===== src/rtl/elevator_pkg.sv =====
// Shared types and defaults for the elevator controller.
package elevator_pkg;

    localparam int FLOOR_W             = 4;
    localparam int DEFAULT_DEPTH       = 8;
    localparam int DEFAULT_DOOR_CYCLES = 4;

    typedef logic [FLOOR_W-1:0] floor_t;

    localparam floor_t FLOOR_MIN = floor_t'(0);
    localparam floor_t FLOOR_MAX = floor_t'(15);

    typedef enum logic [1:0] {
        IDLE        = 2'd0,
        MOVING_UP   = 2'd1,
        MOVING_DOWN = 2'd2,
        DOOR_OPEN   = 2'd3
    } state_t;

endpackage


===== src/rtl/elevator_req_fifo.sv =====
// Circular request queue. DEPTH must be a power of two (>= 2) so the
// pointers wrap for free. A push into a full queue is dropped.
module elevator_req_fifo #(
    parameter int DEPTH = 8,
    parameter int W     = 4
) (
    input  logic                     clk,
    input  logic                     rst,
    input  logic                     push,
    input  logic                     pop,
    input  logic [W-1:0]             din,
    output logic [W-1:0]             dout,
    output logic                     empty,
    output logic                     full,
    output logic [$clog2(DEPTH):0]   count
);

    localparam int AW = $clog2(DEPTH);
    localparam logic [AW:0] FULL_COUNT = (AW+1)'(DEPTH);

    logic [W-1:0]  queue [DEPTH];
    logic [AW-1:0] head;
    logic [AW-1:0] tail;
    logic          push_ok;
    logic          pop_ok;

    assign empty   = (count == '0);
    assign full    = (count == FULL_COUNT);
    assign push_ok = push && !full;
    assign pop_ok  = pop && !empty;
    assign dout    = queue[head];

    // Pointer and occupancy bookkeeping; push+pop together keeps count.
    always_ff @(posedge clk) begin
        if (rst) begin
            head  <= '0;
            tail  <= '0;
            count <= '0;
        end else begin
            if (push_ok) tail <= tail + 1'b1;
            if (pop_ok)  head <= head + 1'b1;
            case ({push_ok, pop_ok})
                2'b10:   count <= count + 1'b1;
                2'b01:   count <= count - 1'b1;
                default: count <= count;
            endcase
        end
    end

    // Storage is not reset; stale entries are unreachable once pointers clear.
    always_ff @(posedge clk) begin
        if (push_ok) queue[tail] <= din;
    end

endmodule


===== src/rtl/elevator_control_top.sv =====
// Single-car elevator controller: queued floor calls served strictly in
// arrival order, one floor per cycle, timed door with obstruction hold.
module elevator_control_top
    import elevator_pkg::*;
#(
    parameter int DEPTH       = DEFAULT_DEPTH,
    parameter int DOOR_CYCLES = DEFAULT_DOOR_CYCLES
) (
    input  logic               clk,
    input  logic               rst,
    input  logic [FLOOR_W-1:0] requested_floor,
    input  logic               sensor,
    input  logic               open_close_door,
    output logic [FLOOR_W-1:0] current_floor,
    output logic               elevator_direction,
    output logic               door_open
);

    localparam int TW = $clog2(DOOR_CYCLES) + 1;
    localparam logic [TW-1:0] TIMER_LOAD = TW'(DOOR_CYCLES - 1);

    state_t               state;
    floor_t               target;
    floor_t               last_requested_floor;
    logic [TW-1:0]        timer;

    logic                 push;
    logic                 pop;
    floor_t               fifo_dout;
    logic                 fifo_empty;
    logic                 fifo_full;
    logic [$clog2(DEPTH):0] fifo_count;

    floor_t               floor_up;
    floor_t               floor_dn;

    // A held call code is queued once: only a change to a non-zero code pushes.
    assign push = (requested_floor != '0) && (requested_floor != last_requested_floor);
    assign pop  = (state == IDLE) && !fifo_empty;

    // Saturating neighbours of the current floor.
    assign floor_up = (current_floor == FLOOR_MAX) ? FLOOR_MAX : current_floor + 1'b1;
    assign floor_dn = (current_floor == FLOOR_MIN) ? FLOOR_MIN : current_floor - 1'b1;

    elevator_req_fifo #(
        .DEPTH (DEPTH),
        .W     (FLOOR_W)
    ) u_fifo (
        .clk   (clk),
        .rst   (rst),
        .push  (push),
        .pop   (pop),
        .din   (requested_floor),
        .dout  (fifo_dout),
        .empty (fifo_empty),
        .full  (fifo_full),
        .count (fifo_count)
    );

    // Edge detector history for the call input.
    always_ff @(posedge clk) begin
        if (rst) last_requested_floor <= '0;
        else     last_requested_floor <= requested_floor;
    end

    // Car FSM with registered floor, direction and door outputs.
    always_ff @(posedge clk) begin
        if (rst) begin
            state              <= IDLE;
            current_floor      <= '0;
            elevator_direction <= 1'b1;
            door_open          <= 1'b0;
            target             <= '0;
            timer              <= '0;
        end else begin
            case (state)
                IDLE: begin
                    if (!fifo_empty) begin
                        target <= fifo_dout;
                        if (fifo_dout > current_floor) begin
                            state              <= MOVING_UP;
                            elevator_direction <= 1'b1;
                        end else if (fifo_dout < current_floor) begin
                            state              <= MOVING_DOWN;
                            elevator_direction <= 1'b0;
                        end else begin
                            state     <= DOOR_OPEN;
                            door_open <= 1'b1;
                            timer     <= TIMER_LOAD;
                        end
                    end else if (open_close_door) begin
                        state     <= DOOR_OPEN;
                        door_open <= 1'b1;
                        timer     <= TIMER_LOAD;
                    end
                end
                MOVING_UP: begin
                    current_floor <= floor_up;
                    if (floor_up == target) begin
                        state     <= DOOR_OPEN;
                        door_open <= 1'b1;
                        timer     <= TIMER_LOAD;
                    end else if (current_floor == FLOOR_MAX) begin
                        // Unreachable target; park rather than spin at the top.
                        state <= IDLE;
                    end
                end
                MOVING_DOWN: begin
                    current_floor <= floor_dn;
                    if (floor_dn == target) begin
                        state     <= DOOR_OPEN;
                        door_open <= 1'b1;
                        timer     <= TIMER_LOAD;
                    end else if (current_floor == FLOOR_MIN) begin
                        state <= IDLE;
                    end
                end
                DOOR_OPEN: begin
                    if (sensor) begin
                        timer <= TIMER_LOAD;
                    end else if (open_close_door || timer == '0) begin
                        state     <= IDLE;
                        door_open <= 1'b0;
                    end else begin
                        timer <= timer - 1'b1;
                    end
                end
                default: begin
                    state     <= IDLE;
                    door_open <= 1'b0;
                end
            endcase
        end
    end

endmodule


===== config.mk =====
export PLATFORM = sky130hd
export DESIGN_NAME = elevator_control_top
export DESIGN_NICKNAME = d
export VERILOG_FILES = /design/src/rtl/elevator_pkg.sv /design/src/rtl/elevator_req_fifo.sv /design/src/rtl/elevator_control_top.sv
export SDC_FILE = /design/constraint.sdc
export NUM_CORES = 1
export LEC_CHECK = 0
export BUFFER_PORTS_ARGS = -buffer_cell sky130_fd_sc_hd__buf_4
export CAP_MARGIN = 20
export CORE_ASPECT_RATIO = 1.4
export CORE_UTILIZATION = 45
export DETAILED_ROUTE_END_ITERATION = 16
export PLACE_DENSITY = 0.67
export SYNTH_ARGS = -nofsm -noshare
export SYNTH_HDL_FRONTEND = slang
export SYNTH_HIERARCHICAL = 1
export SYNTH_SLANG_ARGS = --single-unit

===== constraint.sdc =====
create_clock -name clk -period 3 [get_ports clk]
set_input_delay 0.6 -clock clk [delete_from_list [all_inputs] [get_ports clk]]
set_output_delay 0.6 -clock clk [all_outputs]
set_load 0.02 [all_outputs]

Yosys cells after proc, flatten, opt, wreduce, memory -nomap -nowiden
Memories as Yosys holds them, arrays and structs flattened. A register that Yosys moved wholly into a read port is not among the register bits.
Cells that the tools add are included.
{"block": "word_totals", "register_bits": 29, "ram_bits": 32, "memories": 1, "inputBits": 8}
{"name": "u_fifo.queue", "words": 8, "width": 4, "rd": 1, "rd_ports_with_merged_regs": 1, "wr": 1, "line": "elevator_req_fifo.sv:21", "text": "logic [W-1:0] queue [DEPTH];"}
{"block": "op_classes", "mux": 39, "bitwise": 1, "addsub": 7, "n_eq_ne": 20, "magnitude_cmp": 2, "n_reduce_logical": 20}
{"operator": "$mux 3", "count": 10}
{"operator": "$mux 2", "count": 9}
{"operator": "$ne 3x3->1 const B", "count": 6}
{"operator": "$pmux 4 s2", "count": 2}
{"operator": "$mux 1", "count": 13}
{"operator": "$pmux 3 s4", "count": 1}
{"operator": "$add 4x1->4 const B", "count": 2}
{"operator": "$eq 4x4->1", "count": 2}
{"operator": "$eq 4x4->1 const B", "count": 2}
{"operator": "$logic_not 4->1", "count": 2}
{"operator": "$mux 4", "count": 2}
{"operator": "$ne 2x2->1 const B", "count": 4}
{"operator": "$pmux 2 s4", "count": 1}
{"operator": "$sub 4x1->4 const B", "count": 2}
{"operator": "$reduce_and 7->1", "count": 1}
{"operator": "$add 3x1->3 const B", "count": 2}
{"operator": "$eq 2x2->1 const B", "count": 3}
{"operator": "$reduce_and 6->1", "count": 1}
{"operator": "$reduce_bool 2->1", "count": 3}
{"operator": "$reduce_and 5->1", "count": 1}
{"operator": "$eq 2x1->1 const B", "count": 2}
{"operator": "$gt 4x4->1", "count": 1}
{"operator": "$logic_and 1x1->1", "count": 4}
{"operator": "$lt 4x4->1", "count": 1}
{"operator": "other kinds (11)", "count": 12}

Longest topological paths before layout
{"block": "logic_depth", "depth_word": 6, "depth_mapped": 13}

By module
The synthesis kept the hierarchy.
{"module": "elevator_req_fifo", "seq_area_each_um2": 1221.2, "cells_each": 121, "n_inst": 1, "area_each_um2": 1904.3}
{"module": "elevator_control_top", "seq_area_each_um2": 380.4, "cells_each": 189, "n_inst": 1, "area_each_um2": 1516.5}

Worst setup path before layout
Ideal clock, no wire load.
{"block": "synth_timing", "path_kind": "reg-to-reg", "from": "register (tool-made name)", "to": "register timer[2]", "setup_time_ns": 0.122, "path_stages_with_launch": 11, "slack_ns": -0.050, "required_time_ns": 2.878, "synth_period_minus_slack_ns": 3.050, "path_buffers": 1, "t_arrival_ns": 2.928, "cell_sequence": "dfxtp_1 -> buf_2 -> mux4_2 -> mux2_2 -> ha_1 -> a21o_1 -> a21oi_1 -> a31o_2 -> or3_4 -> or3_1 -> o311a_1"}
{"item": "end signal, assigned", "line": "elevator_control_top.sv:125", "text": "timer <= timer - 1'b1;"}
{"item": "end, declared", "line": "elevator_control_top.sv:25", "text": "logic [TW-1:0] timer;"}

==> flow_summary.json <==
{
  "syn_area_sq_mm": 0.00342,
  "cts_buffer_depth": 2,
  "track_usage_pct": 19.6,
  "powerDensity_mw_per_mm2": 1020,
  "cts.sinks": 64,
  "initial_utilization_pct": 46.4,
  "coreArea_sq_mm": 0.00736,
  "area_growth_pct": 15.6,
  "critPathLaunchType": "register",
  "max_cap_viol_count": 0,
  "die-area_sq_mm": 0.00795,
  "drive_above_1_share_pct": 23.5,
  "path_class": "register to register",
  "critPathMaxFanout": 8,
  "slew_viol_final": 0,
  "arrival_ns": 3.20,
  "syn_area_per_cell_sq_um": 11.1,
  "dr.pass1.iters": 4,
  "ir_worst_vdd_mv": 0.497,
  "rsz0062_at_grt": "true",
  "holdCritPathClass": "register to register",
  "hold_viol_final": 0,
  "layout_common_cells": "edfxtp_1, dfxtp_1, nor2_1",
  "dp_slack_ns": -0.0702,
  "final_common_cell": "edfxtp_1",
  "synth_cells": 309,
  "dp_hpwl_microns": 4930,
  "cts_tree": "yes",
  "rows": 37,
  "ctsHoldBuffers": 0,
  "grt_pass1_vias": 2423,
  "outcome": "finished clean",
  "drc": 0,
  "num_antenna_cells": 0,
  "htree_levels": 3,
  "drt-total-wl_microns": 6750,
  "port_buffers": 13,
  "relSlewSlack_pct": 56.7,
  "finalCritPeriodShare_pct": 99.2,
  "required_ns": 3.23,
  "antenna_found_initial": 0,
  "nets": 357,
  "wl_per_cell_microns": 15.6,
  "p_leak_nw": 1.45,
  "synth_warnings": 6,
  "tightestPinTransition_ns": 0.645,
  "avgViaCountPerCell": 5.41,
  "post-route-min-period_ns": 2.98,
  "clk_latency_ns": 0.34,
  "grt_pass1_wl_microns": 11400,
  "clock.fmax_mhz": 336,
  "syn_nets": 335,
  "grt_max_degree": 31,
  "ant_nets": 0,
  "die_x_microns": 75.6,
  "fin_cells": 433,
  "die_h_microns": 105,
  "path_clk_slew_ns": 0.07,
  "fin_ws_ns": 0.0247,
  "grt_overflow": 0,
  "dp_cells": 417,
  "drt_iter0_markers": 63,
  "critPathCaptureType": "register",
  "vias": 2344,
  "io_pins": 14,
  "setup_viol": 0,
  "cts-root-buf": "clkbuf_8",
  "numCtsBuffers": 9,
  "gp_congestion": 0.807,
  "clock_skew_ns": 0.00509
}
==> final cells by class <==
class	instances	area [sq um]
fill	634	3410
timing repair buffer	25	200
clock inverter	6	83.8
clock buffer	10	128
tap	97	121
inverter	14	52.6
multi-input combinational	217	1760
sequential	64	1600
==> final timing paths <==
kind / start / to / slack (ns) / cells after the start
hold reg to reg: timer[0]$_SDFFE_PP0P_ / timer[0]$_SDFFE_PP0P_ / 0.51 / 1
setup reg to reg: register / timer[2]$_SDFFE_PP0P_ / 0.02 / 9
setup / recovery: register / timer[2]$_SDFFE_PP0P_ / 0.02 / 9
hold / removal: timer[0]$_SDFFE_PP0P_ / timer[0]$_SDFFE_PP0P_ / 0.51 / 1
==> state kept, by name (all words and copies together) (netlist names), named ones only <==
signal	cells
u_fifo/head	3
timer	3
u_fifo/tail	3
door_open	1
u_fifo/count	4
current_floor	4
state	2
u_fifo/queue	32
target	4
last_requested_floor	4
elevator_direction	1
==> layer usage <==
metal	up-vias	wire, microns	track usage, %
met5	-	0	0
met4	0	137	7.28
li1	1180	-	-
met2	41	3680	35.1
met3	15	199	6.17
met1	1108	2730	20.6
==> worst max-delay path, stage by stage, from the launching register on <==
cell     delay, ns
dfxtp_2       0.34
buf_12        0.13
mux4_2        0.48
mux2_2        0.31
ha_4          0.29
a41oi_2       0.12
a31o_2        0.26
or3_4         0.33
or3_4         0.33
o311a_1       0.28
==> where the power goes <==
part	switching, mW	internal (mW)
Clock	0.323	0.463
Combinational	1.02	0.960
Sequential	0.172	1.09
Total	1.51	2.52
==> through the flow <==
stage | setup TNS (ns) | power, mW | utilization (%) | area [sq um] | hold slack, ns
6_report | 0 | 4.03 | 53.6 | 3950 | 0.511
4_1_cts | 0 | 3.93 | 52.7 | 3880 | 0.517
3_3_place_gp | -0.00557 | 3.05 | 49.5 | 3650 | 0.477
5_1_grt | -0.0580 | 4.33 | 53.6 | 3950 | 0.525
3_5_place_dp | -0.169 | 3.10 | 49.5 | 3650 | 0.507
2_1_floorplan | 0 | 2.64 | - | 3420 | 0.445
==> timing repair <==
action,in CTS,in global routing
setup endpoints to repair,3,3
pin swaps,1,0
gates resized for setup,4,9
setup buffers,0,0
(Power assumes the default switching activity.)
